File: config.mk
export PLATFORM = sky130hd
export DESIGN_NAME = cpu_checkpoint_monitor_flat
export DESIGN_NICKNAME = d
export VERILOG_FILES = /design/src/rtl/cpu_checkpoint_monitor_pkg.sv /design/src/rtl/cpu_checkpoint_monitor_if.sv /design/src/rtl/cpu_checkpoint_monitor_chk_table.sv /design/src/rtl/cpu_checkpoint_monitor.sv /design/src/flat_wrapper.sv
export SDC_FILE = /design/constraint.sdc
export NUM_CORES = 1
export LEC_CHECK = 0
export CORE_MARGIN = 10
export CORE_UTILIZATION = 63
export CTS_BUF_LIST = sky130_fd_sc_hd__clkbuf_2 sky130_fd_sc_hd__clkbuf_4 sky130_fd_sc_hd__clkbuf_8
export DETAILED_ROUTE_END_ITERATION = 10
export PLACE_DENSITY = 0.87
export SLEW_MARGIN = 25
export SYNTH_ARGS = -nofsm -noshare
export SYNTH_HDL_FRONTEND = slang
export SYNTH_SLANG_ARGS = --single-unit
export TNS_END_PERCENT = 10
File: constraint.sdc
create_clock -name clk -period 11 [get_ports clk]
set_clock_uncertainty 0.1 [all_clocks]
set_input_delay 3.3 -clock clk [delete_from_list [all_inputs] [get_ports clk]]
set_output_delay 3.3 -clock clk [all_outputs]
set_load 0.05 [all_outputs]
File: src/rtl/cpu_checkpoint_monitor_pkg.sv
// Shared types and default constants for the CPU checkpoint monitor.
package cpu_mon_pkg;

    localparam int NCH_DEF    = 9;
    localparam int DATA_W_DEF = 4;
    localparam int NCHK_DEF   = 16;
    localparam int CYC_W_DEF  = 16;

    // The table entry is sized to these ceilings so one struct serves every
    // parameterisation. Narrower fields are zero-extended on write, and the
    // constant-zero upper bits are removed by synthesis.
    localparam int MAX_CYC_W  = 32;
    localparam int MAX_CH_W   = 8;
    localparam int MAX_DATA_W = 32;

    typedef enum logic [1:0] {
        IDLE,
        RUN,
        DONE
    } mon_state_t;

    typedef struct packed {
        logic [MAX_CYC_W-1:0]  cycle;
        logic [MAX_CH_W-1:0]   ch;
        logic [MAX_DATA_W-1:0] exp_val;
        logic [MAX_DATA_W-1:0] mask;
        logic                  last;
    } chk_entry_t;

endpackage

File: src/rtl/cpu_checkpoint_monitor_if.sv
// Configuration and status bus of the checkpoint monitor.
interface cpu_checkpoint_monitor_if import cpu_mon_pkg::*; #(
    parameter int NCH    = NCH_DEF,
    parameter int DATA_W = DATA_W_DEF,
    parameter int NCHK   = NCHK_DEF,
    parameter int CYC_W  = CYC_W_DEF
);
    logic                       cfg_we;
    logic [$clog2(NCHK)-1:0]    cfg_idx;
    logic [CYC_W-1:0]           cfg_cycle;
    logic [$clog2(NCH)-1:0]     cfg_ch;
    logic [DATA_W-1:0]          cfg_expect;
    logic [DATA_W-1:0]          cfg_mask;
    logic                       cfg_last;
    logic                       start;
    logic                       stop_on_fail;
    logic                       busy;
    logic                       done;
    logic                       pass;
    logic [$clog2(NCHK+1)-1:0]  err_count;
    logic                       fail_valid;
    logic [$clog2(NCHK)-1:0]    fail_idx;
    logic [DATA_W-1:0]          fail_data;

    modport master (
        output cfg_we, cfg_idx, cfg_cycle, cfg_ch, cfg_expect, cfg_mask, cfg_last,
               start, stop_on_fail,
        input  busy, done, pass, err_count, fail_valid, fail_idx, fail_data
    );

    modport slave (
        input  cfg_we, cfg_idx, cfg_cycle, cfg_ch, cfg_expect, cfg_mask, cfg_last,
               start, stop_on_fail,
        output busy, done, pass, err_count, fail_valid, fail_idx, fail_data
    );

endinterface

File: src/rtl/cpu_checkpoint_monitor_chk_table.sv
// Checkpoint table: NCHK entries, one write port, one combinational read port.
module chk_table import cpu_mon_pkg::*; #(
    parameter int NCHK = NCHK_DEF
) (
    input  logic                    clk,
    input  logic                    reset,
    input  logic                    we,
    input  logic [$clog2(NCHK)-1:0] wr_idx,
    input  chk_entry_t              wr_entry,
    input  logic [$clog2(NCHK)-1:0] rd_idx,
    output chk_entry_t              rd_entry
);

    chk_entry_t tbl [NCHK];

    // Entry storage; reset clears every entry to all-zero.
    always_ff @(posedge clk or negedge reset) begin
        if (!reset) begin
            for (int unsigned i = 0; i < NCHK; i++) begin
                tbl[i] <= '0;
            end
        end else if (we) begin
            tbl[wr_idx] <= wr_entry;
        end
    end

    assign rd_entry = tbl[rd_idx];

endmodule

File: src/rtl/cpu_checkpoint_monitor.sv
// Self-check monitor: walks the checkpoint table against live CPU channels.
module cpu_checkpoint_monitor import cpu_mon_pkg::*; #(
    parameter int NCH    = NCH_DEF,
    parameter int DATA_W = DATA_W_DEF,
    parameter int NCHK   = NCHK_DEF,
    parameter int CYC_W  = CYC_W_DEF
) (
    input  logic                    clk,
    input  logic                    reset,
    input  logic [NCH*DATA_W-1:0]   ch_data,
    cpu_checkpoint_monitor_if.slave mon
);

    localparam int IDX_W = $clog2(NCHK);
    localparam int ERR_W = $clog2(NCHK+1);

    mon_state_t        state_q, state_d;
    logic [CYC_W-1:0]  cyc_q;
    logic [IDX_W-1:0]  ptr_q;
    logic [ERR_W-1:0]  err_q;
    logic              fv_q;
    logic [IDX_W-1:0]  fidx_q;
    logic [DATA_W-1:0] fdata_q;
    logic              sof_q;

    chk_entry_t        wr_entry, cur;
    logic              we_ok;
    logic [DATA_W-1:0] chan;
    logic              ch_ok, hit, stale, mism, fail, consumed, finish;

    // Writes are blocked while a run is in progress.
    assign we_ok = mon.cfg_we && (state_q != RUN);

    // Zero-extend configuration fields into a table entry.
    always_comb begin
        wr_entry         = '0;
        wr_entry.cycle   = MAX_CYC_W'(mon.cfg_cycle);
        wr_entry.ch      = MAX_CH_W'(mon.cfg_ch);
        wr_entry.exp_val = MAX_DATA_W'(mon.cfg_expect);
        wr_entry.mask    = MAX_DATA_W'(mon.cfg_mask);
        wr_entry.last    = mon.cfg_last;
    end

    chk_table #(.NCHK(NCHK)) u_table (
        .clk      (clk),
        .reset    (reset),
        .we       (we_ok),
        .wr_idx   (mon.cfg_idx),
        .wr_entry (wr_entry),
        .rd_idx   (ptr_q),
        .rd_entry (cur)
    );

    // Evaluate table[ptr] against the current cycle and selected channel.
    always_comb begin
        chan = '0;
        for (int unsigned k = 0; k < NCH; k++) begin
            if (cur.ch == MAX_CH_W'(k)) begin
                chan = ch_data[k*DATA_W +: DATA_W];
            end
        end
        ch_ok    = cur.ch < MAX_CH_W'(NCH);
        hit      = cur.cycle == MAX_CYC_W'(cyc_q);
        stale    = cur.cycle < MAX_CYC_W'(cyc_q);
        mism     = !ch_ok || (((MAX_DATA_W'(chan) ^ cur.exp_val) & cur.mask) != '0);
        fail     = stale || (hit && mism);
        consumed = hit || stale;
        finish   = consumed && (cur.last || (ptr_q == IDX_W'(NCHK-1)) || (fail && sof_q));
    end

    // State register.
    always_ff @(posedge clk or negedge reset) begin
        if (!reset) begin
            state_q <= IDLE;
        end else begin
            state_q <= state_d;
        end
    end

    // Next-state logic.
    always_comb begin
        state_d = state_q;
        case (state_q)
            IDLE, DONE: if (mon.start) state_d = RUN;
            RUN:        if (finish)    state_d = DONE;
            default:    state_d = IDLE;
        endcase
    end

    // Run bookkeeping: cycle counter, table pointer and failure record.
    always_ff @(posedge clk or negedge reset) begin
        if (!reset) begin
            cyc_q   <= '0;
            ptr_q   <= '0;
            err_q   <= '0;
            fv_q    <= 1'b0;
            fidx_q  <= '0;
            fdata_q <= '0;
            sof_q   <= 1'b0;
        end else if (state_q != RUN) begin
            if (mon.start) begin
                cyc_q   <= '0;
                ptr_q   <= '0;
                err_q   <= '0;
                fv_q    <= 1'b0;
                fidx_q  <= '0;
                fdata_q <= '0;
                sof_q   <= mon.stop_on_fail;
            end
        end else begin
            if (cyc_q != '1) cyc_q <= cyc_q + CYC_W'(1);
            if (fail) begin
                err_q <= err_q + ERR_W'(1);
                if (!fv_q) begin
                    fv_q    <= 1'b1;
                    fidx_q  <= ptr_q;
                    fdata_q <= stale ? '0 : chan;
                end
            end
            if (consumed && !finish) ptr_q <= ptr_q + IDX_W'(1);
        end
    end

    assign mon.busy       = (state_q == RUN);
    assign mon.done       = (state_q == DONE);
    assign mon.pass       = (state_q == DONE) && (err_q == '0);
    assign mon.err_count  = err_q;
    assign mon.fail_valid = fv_q;
    assign mon.fail_idx   = fidx_q;
    assign mon.fail_data  = fdata_q;

endmodule

File: src/flat_wrapper.sv
// flat-port wrapper written by rule: the top's interface ports become plain ports
module cpu_checkpoint_monitor_flat import cpu_mon_pkg::*;
#(
    parameter int NCH    = NCH_DEF,
    parameter int DATA_W = DATA_W_DEF,
    parameter int NCHK   = NCHK_DEF,
    parameter int CYC_W  = CYC_W_DEF
)
  (clk, reset, ch_data, mon_cfg_we, mon_cfg_idx, mon_cfg_cycle, mon_cfg_ch, mon_cfg_expect, mon_cfg_mask, mon_cfg_last, mon_start, mon_stop_on_fail, mon_busy, mon_done, mon_pass, mon_err_count, mon_fail_valid, mon_fail_idx, mon_fail_data);
  cpu_checkpoint_monitor_if #(.NCH(NCH), .DATA_W(DATA_W), .NCHK(NCHK), .CYC_W(CYC_W)) mon_i ();
  input  logic clk;
  input  logic reset;
  input  logic [NCH*DATA_W-1:0] ch_data;
  input wire logic [$bits(mon_i.cfg_we)-1:0] mon_cfg_we;
  input wire logic [$bits(mon_i.cfg_idx)-1:0] mon_cfg_idx;
  input wire logic [$bits(mon_i.cfg_cycle)-1:0] mon_cfg_cycle;
  input wire logic [$bits(mon_i.cfg_ch)-1:0] mon_cfg_ch;
  input wire logic [$bits(mon_i.cfg_expect)-1:0] mon_cfg_expect;
  input wire logic [$bits(mon_i.cfg_mask)-1:0] mon_cfg_mask;
  input wire logic [$bits(mon_i.cfg_last)-1:0] mon_cfg_last;
  input wire logic [$bits(mon_i.start)-1:0] mon_start;
  input wire logic [$bits(mon_i.stop_on_fail)-1:0] mon_stop_on_fail;
  output wire logic [$bits(mon_i.busy)-1:0] mon_busy;
  output wire logic [$bits(mon_i.done)-1:0] mon_done;
  output wire logic [$bits(mon_i.pass)-1:0] mon_pass;
  output wire logic [$bits(mon_i.err_count)-1:0] mon_err_count;
  output wire logic [$bits(mon_i.fail_valid)-1:0] mon_fail_valid;
  output wire logic [$bits(mon_i.fail_idx)-1:0] mon_fail_idx;
  output wire logic [$bits(mon_i.fail_data)-1:0] mon_fail_data;
  assign mon_i.cfg_we = mon_cfg_we;
  assign mon_i.cfg_idx = mon_cfg_idx;
  assign mon_i.cfg_cycle = mon_cfg_cycle;
  assign mon_i.cfg_ch = mon_cfg_ch;
  assign mon_i.cfg_expect = mon_cfg_expect;
  assign mon_i.cfg_mask = mon_cfg_mask;
  assign mon_i.cfg_last = mon_cfg_last;
  assign mon_i.start = mon_start;
  assign mon_i.stop_on_fail = mon_stop_on_fail;
  assign mon_busy = mon_i.busy;
  assign mon_done = mon_i.done;
  assign mon_pass = mon_i.pass;
  assign mon_err_count = mon_i.err_count;
  assign mon_fail_valid = mon_i.fail_valid;
  assign mon_fail_idx = mon_i.fail_idx;
  assign mon_fail_data = mon_i.fail_data;
  cpu_checkpoint_monitor #(.NCH(NCH), .DATA_W(DATA_W), .NCHK(NCHK), .CYC_W(CYC_W)) u_core (.clk(clk), .reset(reset), .ch_data(ch_data), .mon(mon_i));
endmodule
; Word level (Yosys, flattened, before mapping)
; Cells that the tools add are included.
[totals]
register_bits = 1717
inputBits = 74
out_inout_bits = 17
word_cells = 183
[op_classes]
add_sub_neg = 3
n_lt_le_gt_ge = 5
eq_ne = 18
n_mux = 37
bitwise_logic = 4
reduce_logical = 28
[ops]
columns = op, count
row1 = 1680-bit bitwise mux, 1
row2 = 105-bit binary-select mux with 4-bit select, 1
row3 = 105-bit demux with 4-bit select, 1
row4 = 105-bit two-way mux, 3
row5 = 4-bit two-way mux, 19
row6 = 16-bit two-way mux, 3
row7 = 32-bit AND, 1
row8 = 32-bit by 16-bit equality test with 1-bit output, 1
row9 = "8-bit by 3-bit equality test with 1-bit output, second input constant", 4
row10 = 32-bit by 16-bit less-than comparator with 1-bit output, 1
row11 = 32-bit nonzero test, 1
row12 = 4-bit by 32-bit bitwise XOR with 32-bit output, 1
row13 = "16-bit by 1-bit adder with 16-bit output, second input constant", 1
row14 = "8-bit by 2-bit equality test with 1-bit output, second input constant", 2
row15 = "16-bit != test, second input constant", 1
row16 = 5-bit two-way mux, 3
row17 = "5-bit greater-or-equal comparator, second input constant", 2
row18 = 4-bit inverter with 5-bit output, 2
row19 = 2-bit AND reduction, 5
row20 = "8-bit by 1-bit equality test with 1-bit output, second input constant", 1
row21 = "8-bit by 4-bit equality test with 1-bit output, second input constant", 1
row22 = 8-bit logical NOT, 1
row23 = "8-bit by 4-bit less-than comparator with 1-bit output, second input constant", 1
row24 = 1-bit logical AND, 7
row25 = other kinds (18), 31

; Depth between registers and ports, before layout
; Gate-level depths: netlist of run 1.
[logic_depth]
word_depth = 27
mapped_depth = 27
mapped_depth_nobuf = 18

; By module
; A second synthesis of run 1 with hierarchy kept.
[hier_totals]
hier_cells = 4901
hier_area_um2 = 77879.7
[by_module_without_submodules]
columns = mod, instances, cells_per_inst, area_each_um2, seq_area_each_um2
row1 = chk_table, 1, 4552, 74749.2, 42040.3
row2 = cpu_checkpoint_monitor, 1, 349, 3130.5, 925.9

; Worst setup path before layout of run 1
; Ideal clock, no wire load.
[synth_path]
path_type = reg-to-reg
startpoint = reg u_core.ptr_q[0]
endpoint = reg u_core.fdata_q[0], in the netlist u_core.mon.fail_data[0]
setup_ns = 0.079
t_arrival_ns = 5.207
required_time_ns = 10.821
setup_slack_ns = 5.614
stages_incl_launch_ff = 25
path_buffers = 9
period_less_slack_ns = 5.386
path_cell_list = dfrtp_1 -> buf_6 -> buf_4 -> buf_4 -> buf_2 -> buf_4 -> buf_4 -> buf_2 -> buf_1 -> mux4_2 -> a22oi_1 -> nand2_1 -> ha_1 -> nand4_1 -> nor2_1 -> and3_1 -> o21a_1 -> a21oi_1 -> a311o_1 -> nor3_2 -> o211ai_2 -> o21ai_2 -> or2_1 -> buf_6 -> mux2i_1
[synth_between]
elab_chain_cells = 22
elab_cells_between_ends = 38
classes_between = 2 x order compare / 9 x eq/ne / 16 x mux / 3 x bitwise / 8 x reduce/logical
[synth_lines]
columns = item, line
row1 = "start, declared", cpu_checkpoint_monitor.sv:19  ; logic [IDX_W-1:0] ptr_q;
row2 = "start signal, assigned", cpu_checkpoint_monitor.sv:120  ; if (consumed && !finish) ptr_q <= ptr_q + IDX_W'(1);
row3 = 4-bit inverter with 5-bit output (implied by the code) (*), cpu_checkpoint_monitor_chk_table.sv:27  ; assign rd_entry = tbl[rd_idx];
row4 = 105-bit binary-select mux with 4-bit select (*), cpu_checkpoint_monitor_chk_table.sv:27
row5 = 105-bit two-way mux (implied by the code) (*) (2 in series), cpu_checkpoint_monitor_chk_table.sv:27
row6 = 8-bit logical NOT, cpu_checkpoint_monitor.sv:58  ; if (cur.ch == MAX_CH_W'(k)) begin
row7 = 4-bit two-way mux (9 in series), cpu_checkpoint_monitor.sv:58
row8 = 4-bit by 32-bit bitwise XOR with 32-bit output, cpu_checkpoint_monitor.sv:65  ; mism = !ch_ok || (((MAX_DATA_W'(chan) ^ cur.exp_val) & cur.mask) != '0);
row9 = 32-bit AND, cpu_checkpoint_monitor.sv:65
row10 = 32-bit nonzero test, cpu_checkpoint_monitor.sv:65
row11 = 1-bit logical OR, cpu_checkpoint_monitor.sv:65
row12 = 1-bit logical AND, cpu_checkpoint_monitor.sv:66  ; fail = stale || (hit && mism);
row13 = 1-bit logical OR, cpu_checkpoint_monitor.sv:66
row14 = 2-bit nonzero test (no source line), --
row15 = 3-bit AND reduction (no source line), --
row16 = "end signal, assigned", cpu_checkpoint_monitor.sv:117  ; fdata_q <= stale ? '0 : chan;
row17 = "end, declared", cpu_checkpoint_monitor.sv:23  ; logic [DATA_W-1:0] fdata_q;
; Mark *: on every way between the ends. The rest lies on a longest branch, timed or not. The select of a mux whose other input is x is not followed.
; A chain may end at the register's enable or synchronous reset.

; Final worst setup path of run 1
[layout_path]
startpoint = reg u_core.ptr_q[1]
endpoint = reg u_core.fdata_q[3], in the netlist u_core.mon.fail_data[3]
; Same word-level chain as after synthesis.

==> impl_metrics.csv, run 1 <==
group,metric,value,unit
detailed_routing,viasPerCell,6.50,
clocking,post-cts-setup-buffers,0,
global_routing,grt_pass1_vias,16400,
die,initial_core_util,63.5,%
clocking,cts_tree,"yes",
worst_setup_path,crit_buf_inv,1,
worst_setup_path,crit_family,"simple AND/OR/NAND/NOR gates",
synth,synthArstFlopShare,100,%
finish,final_util,71.8,%
worst_setup_path,cp.arrival,6.80,ns
sta,tns,0,ns
worst_setup_path,path_max_fanout,41,
synth,synth.avg_cell_area,13.7,um^2
worst_setup_path,criticalPathCategory,"reg2reg",
pwr,power_density,293,nW/um^2
placement,dp.final_hpwl,35.0,mm
worst_setup_path,timing.rr.start,"u_core.ptr_q[1]",
worst_setup_path,cpMaxStageDelayCell,"dfrtp_2",
global_routing,grt_max_degree,188,
synth,synthesis.nets,1829,
synth,synth-seq-cells,501,
detailed_routing,drc,0,
worst_setup_path,worstSetupStartpoint,"u_core.ptr_q[1]",
synth,yosysTopAreaCellShare,52.6,%
placement,gp_congestion,0.867,
detailed_routing,num_vias,15400,
worst_setup_path,rr_worst_depth,17,
synth,synth.most_common_cell,"dfrtp_1",
synth,synth.area.top_cells,"dfrtp_1, mux2_2, mux4_2",
worst_setup_path,critPathCaptureType,"flop",
status,status,"finished clean",
finish,drive_gt1_share,41.2,%
worst_setup_path,cp_cell_sequence,"buf_4, and2_2, a221oi_1, o21ai_0, nand2_1, ha_1, nand4_1, nor2_1, and3_1, o21a_1, a21oi_1, a311o_1, nor3_2, o211ai_2, o21ai_2, or2_1, mux2i_1",
detailed_routing,wl,60.5,mm
run,maxCapViolCount,0,
detailed_routing,ant_nets,0,
clocking,clk_pin_slew,0.06,ns
die,die_w,214,um
die,io_pins,91,
sta,worst_slew_pin_slew,1.06,ns
sta,period_minus_slack,6.38,ns
worst_setup_path,r2r_slack,4.62,ns
synth,netlist_instances,1735,
placement,port_buffers,90,
worst_setup_path,required,11.42,ns
finish,final_nets,1894,
clocking,numClockSinks,501,
clocking,htreeDepth,3,
clocking,cts_resized,0,
detailed_routing,dr.pass1.iters,5,
synth,ys_dominant_reg_cell,"dfrtp_1",
global_routing,antenna_found_initial,1,
synth,synth-edff-count,0,
synth,synth_largest_area_cell,"dfrtp_1",
sta,timing.final.crit_share,58.0,%
synth,synth_seq_area_share,52.6,%
finish,diodes,0,
global_routing,track_usage,26.0,%
worst_setup_path,critPathCapture,"u_core.mon.fail_data[3]",
clocking,clock_path_buffers,3,
sta,fmax,157,MHz
pwr,leakage,11.8,nW
die,die_y,214,um
hold_path,hold_path_class,"reg2reg",
sta,hold_viol_final,0,
worst_setup_path,cp-start-kind,"flop",
sta,rsz0062_at_grt,"false",
synth,synth_commonest_cells,"dfrtp_1, mux2_2, clkbuf_1, mux2i_1, nand2_1",
clocking,holdBufCountCts,0,
pwr,peakVddDrop,0.000227,V
die,rows,71,
worst_setup_path,crit_cells,17,
sta,slew_headroom,29.4,%
clocking,numCtsBuffers,80,
global_routing,grt_pass1_wl,94.9,mm
worst_setup_path,max_stage_delay,0.88,ns
die,dieArea,46000,um^2
clocking,worstSkewPairLatency,0.63,ns
finish,area_growth,13.0,%
synth,netlist_area,23800,um^2
sta,setup_viol,0,
global_routing,overflow,0,
synth,yosysWarningCount,0,
sta,slew_viol_final,0,
pwr,total_power,0.00789,W
hold_path,min_from,"u_core.u_table.tbl[876]",
clocking,cts-root-buf,"clkbuf_8",
worst_setup_path,rr_endpoint,"u_core.mon.fail_data[3]",
detailed_routing,drtIter0Drc,1554,
detailed_routing,wire_per_inst,25.5,um
synth,synth_cell_types,63,
die,coreArea,37500,um^2
cells by family after synthesis:
| family | after synthesis | synth area share (%) |
|---|---|---|
| AO/OA/AOI/OAI | 189 | 5.18 |
| AND/OR/NAND/NOR | 192 | 3.86 |
| adder cells (fa/ha/maj) | 20 | 1.05 |
| multiplexers | 653 | 33.8 |
| flip-flops | 501 | 52.6 |
| buffers and inverters | 164 | 2.91 |
| XOR/XNOR | 16 | 0.588 |
state kept, by name, indices dropped and copies added (netlist names):
register               cells
u_core.cyc_q              16
u_core.mon.err_count       5
u_core.mon.fail_data       4
u_core.mon.fail_idx        4
u_core.mon.fail_valid      1
u_core.ptr_q               4
u_core.sof_q               1
u_core.state_q             2
u_core.u_table.tbl       464
cell type report:
cell class | count | area [um^2]
inverters | 31 | 116
flip-flops and latches | 501 | 12500
well taps | 511 | 639
clock buffers | 132 | 1640
repair buffers | 116 | 1190
clock inverters | 11 | 80.1
multi-input cells | 1070 | 10700
fillers | 2304 | 10600
per-layer routing:
metal  vias up  global-route usage, %  share of wire [%]
met2       678                   41.6                 49
li1       6511                      -                  -
met1      8050                   33.4                 40
met5         -                      0              0.017
met4         2                   10.1                3.0
met3       166                   6.90                8.1
worst register-to-register path: stages, from the launching register on:
cell      delay, ns
dfrtp_2        0.88
buf_4          0.72
and2_2         0.89
a221oi_1       0.25
o21ai_0        0.28
nand2_1        0.16
ha_1           0.33
nand4_1        0.12
nor2_1         0.22
and3_1         0.26
o21a_1         0.14
a21oi_1        0.15
a311o_1        0.32
nor3_2         0.21
o211ai_2       0.16
o21ai_2        0.39
or2_1          0.46
mux2i_1        0.24
layout by cell type, fill, tap and decap left out, drive strengths merged, types with 6 or more instances in the layout:
master	instances
a21oi	38
a22oi	15
nand3	16
mux2	494
clkbuf	132
mux2i	88
xnor2	13
nor3	13
ha	20
dfrtp	501
o21ai	59
inv	33
o221ai	9
nand2b	8
clkdlybuf4s50	89
o22ai	8
nand2	73
nor2b	6
o211ai	6
clkinv	6
mux4	71
nand4	7
buf	27
a221oi	17
nor2	46
worst min path at each step:
stage | end | slack (ns) | cells past startpoint
floorplan | u_core.state_q[0] | 0.37 | 1
global placement | u_core.state_q[0] | 0.38 | 1
detailed placement | u_core.u_table.tbl[382] | 0.39 | 1
CTS | u_core.u_table.tbl[876] | 0.40 | 1
global route | u_core.u_table.tbl[1230] | 0.41 | 1
finish | u_core.u_table.tbl[876] | 0.40 | 1
where the power goes:
group / leakage, nW / switching, W / internal, W
registers: 6.40 / 0.000490 / 0.00265
logic: 4.52 / 0.00151 / 0.00156
clock network: 0.912 / 0.000737 / 0.000945
per-stage QoR:
| step | setup WS [ns] | hold slack, ns | cells | area (um^2) |
|---|---|---|---|---|
| finish | 4.62 | 0.399 | 2372 | 26900 |
| global route | 4.42 | 0.412 | 2372 | 26900 |
| CTS | 4.84 | 0.403 | 2369 | 26800 |
| detailed placement | 4.68 | 0.390 | 2226 | 25100 |
| global placement | 4.76 | 0.379 | 2226 | 25100 |
| floorplan | 5.61 | 0.366 | 1735 | 23800 |
(Power assumes the default switching activity.)
==> run 2, diff against run 1 <==
- CORE_UTILIZATION: 63 -> 57
- PLACE_DENSITY: 0.87 -> 0.83
- clock period: 11 -> 5.7 ns (I/O delays scaled with it)
==> run 2 against run 1 <==
  * Sequential cell count did not move
  * Combinational power grew 93%
  * Setup slack worse by 4.1 ns
  * Wire length fell by 0.64%
  * Critical endpoint unchanged
==> impl_metrics.csv, run 2 (synthesized netlist as in run 1, its figures left out) <==
group,metric,value,unit
global_routing,grt_pass1_vias,16300,
detailed_routing,viasPerCell,6.36,
pwr,p_int,0.00989,W
placement,pre_cts_ws,0.612,ns
pwr,power_density,558,nW/um^2
clocking,cts_tree,"yes",
die,die_w,224,um
finish,drive_gt1_share,41.6,%
global_routing,met2_usage,38.2,%
global_routing,track_usage,24.1,%
clocking,numClockSinks,501,
finish,area_growth,13.4,%
worst_setup_path,criticalPathCategory,"reg2reg",
clocking,clock_path_buffers,3,
detailed_routing,ant_nets,0,
hold_path,hold_path_class,"reg2reg",
detailed_routing,drtIter0Drc,1364,
sta,setup_viol,0,
global_routing,overflow,0,
pwr,seq_power_share,40.2,%
sta,timing.final.crit_share,91.3,%
finish,largest_reg_flops,464,
clocking,cts_resized,0,
pwr,p_comb_share,39.2,%
worst_setup_path,cp-start-kind,"flop",
status,status,"finished clean",
sta,slew_headroom,36.3,%
finish,final_cell_mix,"dfrtp_1, mux2_2, clkbuf_8",
finish,top_register,"u_core.u_table.tbl",
global_routing,grt_use_met3,5.65,%
worst_setup_path,required,6.16,ns
sta,tns,0,ns
clocking,cts-root-buf,"clkbuf_8",
detailed_routing,wire_per_inst,25.0,um
placement,dp.final_hpwl,36.7,mm
detailed_routing,num_vias,15300,
pwr,clock_power_share,20.6,%
worst_setup_path,r2r_slack,0.49,ns
die,initial_core_util,57.9,%
run,maxCapViolCount,0,
die,io_pins,91,
global_routing,use_met1,32.3,%
finish,layout_commonest_cell,"dfrtp_1",
sta,slew_viol_final,0,
global_routing,grt_max_degree,139,
pwr,peakVddDrop,0.000280,V
sta,fmax,192,MHz
clocking,clk_pin_slew,0.06,ns
clocking,post-cts-setup-buffers,0,
sta,hold_viol_final,0,
worst_setup_path,cp.arrival,5.67,ns
detailed_routing,drc,0,
sta,fin_ws,0.494,ns
die,die_y,224,um
worst_setup_path,path_max_fanout,29,
sta,worst_slew_pin_slew,0.953,ns
sta,rsz0062_at_grt,"false",
clocking,htreeDepth,3,
global_routing,antenna_found_initial,2,
die,coreArea,41100,um^2
worst_setup_path,critPathCaptureType,"flop",
global_routing,top_usage_layer,"met2",
clocking,holdBufCountCts,0,
pwr,leakage,11.9,nW
sta,period_minus_slack,5.21,ns
finish,final_nets,1916,
detailed_routing,wl,60.1,mm
die,rows,74,
clocking,worstSkewPairLatency,0.65,ns
detailed_routing,dr.pass1.iters,5,
die,dieArea,50400,um^2
placement,gp_congestion,0.867,
pwr,p_sw,0.00519,W
pwr,switching_share,34.4,%
global_routing,grt_pass1_wl,94.5,mm
placement,port_buffers,90,
clocking,numCtsBuffers,81,
run 2: changes by cell type in the layout (fill, tap and decap cells not counted), sizes merged:
| cell | delta |
|---|---|
| clkbuf | -5 |
| diode | +2 |
| buf | +21 |
| inv | -1 |
| clkinv | -2 |
run 2: final cells by class:
class,count,area [um^2]
tap,532,666
clock buffer,127,1550
antenna,2,5.00
inverter,31,116
sequential,501,12500
timing repair buffer,137,1380
clock inverter,8,61.3
fill,2858,14100
multi-input combinational,1070,10700
run 2: final timing paths:
path | start | depth (start not counted) | end
worst max-delay path | u_core.ptr_q[2] | 12 | u_core.mon.fail_data[3]
worst min-delay path | u_core.u_table.tbl[558] | 1 | u_core.u_table.tbl[558]
worst max register to register | u_core.ptr_q[2] | 12 | u_core.mon.fail_data[3]
worst min register to register | u_core.u_table.tbl[558] | 1 | u_core.u_table.tbl[558]
max in group asynchronous | reset | 2 | u_core.u_table.tbl[501]
min in group asynchronous | reset | 1 | u_core.u_table.tbl[1504]
run 2: worst max-delay path: stages (launching register included):
cell and delay (ns):
dfrtp_2 0.88, buf_4 0.52, mux4_2 0.40, mux4_2 0.59, nor3_2 0.49, nor4b_2 0.40, or4b_1 0.19, a31oi_1 0.05
nor3_2 0.20, o211ai_2 0.15, o21ai_2 0.39, or2_1 0.45, mux2i_1 0.26
run 2: per-layer routing:
layer  up-vias  wire [um]
met4         0       1300
met5         -          0
li1       6547          -
met1      8037      25400
met2       622      28800
met3       104       4640
run 2: stage by stage:
step | instance area (um^2) | hold slack [ns] | total power [W] | util (%) | std cells
after CTS | 27000 | 0.404 | 0.0151 | 65.6 | 2405
after global placement | 25400 | 0.382 | 0.0116 | 61.7 | 2270
after global routing | 27000 | 0.414 | 0.0160 | 65.7 | 2407
after floorplan | 23800 | 0.366 | 0.0103 | - | 1735
final | 27000 | 0.401 | 0.0151 | 65.7 | 2408
after detailed placement | 25400 | 0.390 | 0.0119 | 61.7 | 2270
run 2: power groups by stage:
stage | Combinational, W | Clock (W) | Sequential [W]
global placement | 0.00565 | 0 | 0.00594
floorplan | 0.00451 | 0 | 0.00574
global route | 0.00640 | 0.00333 | 0.00622
finish | 0.00591 | 0.00311 | 0.00606
CTS | 0.00588 | 0.00316 | 0.00602
detailed placement | 0.00584 | 0 | 0.00607
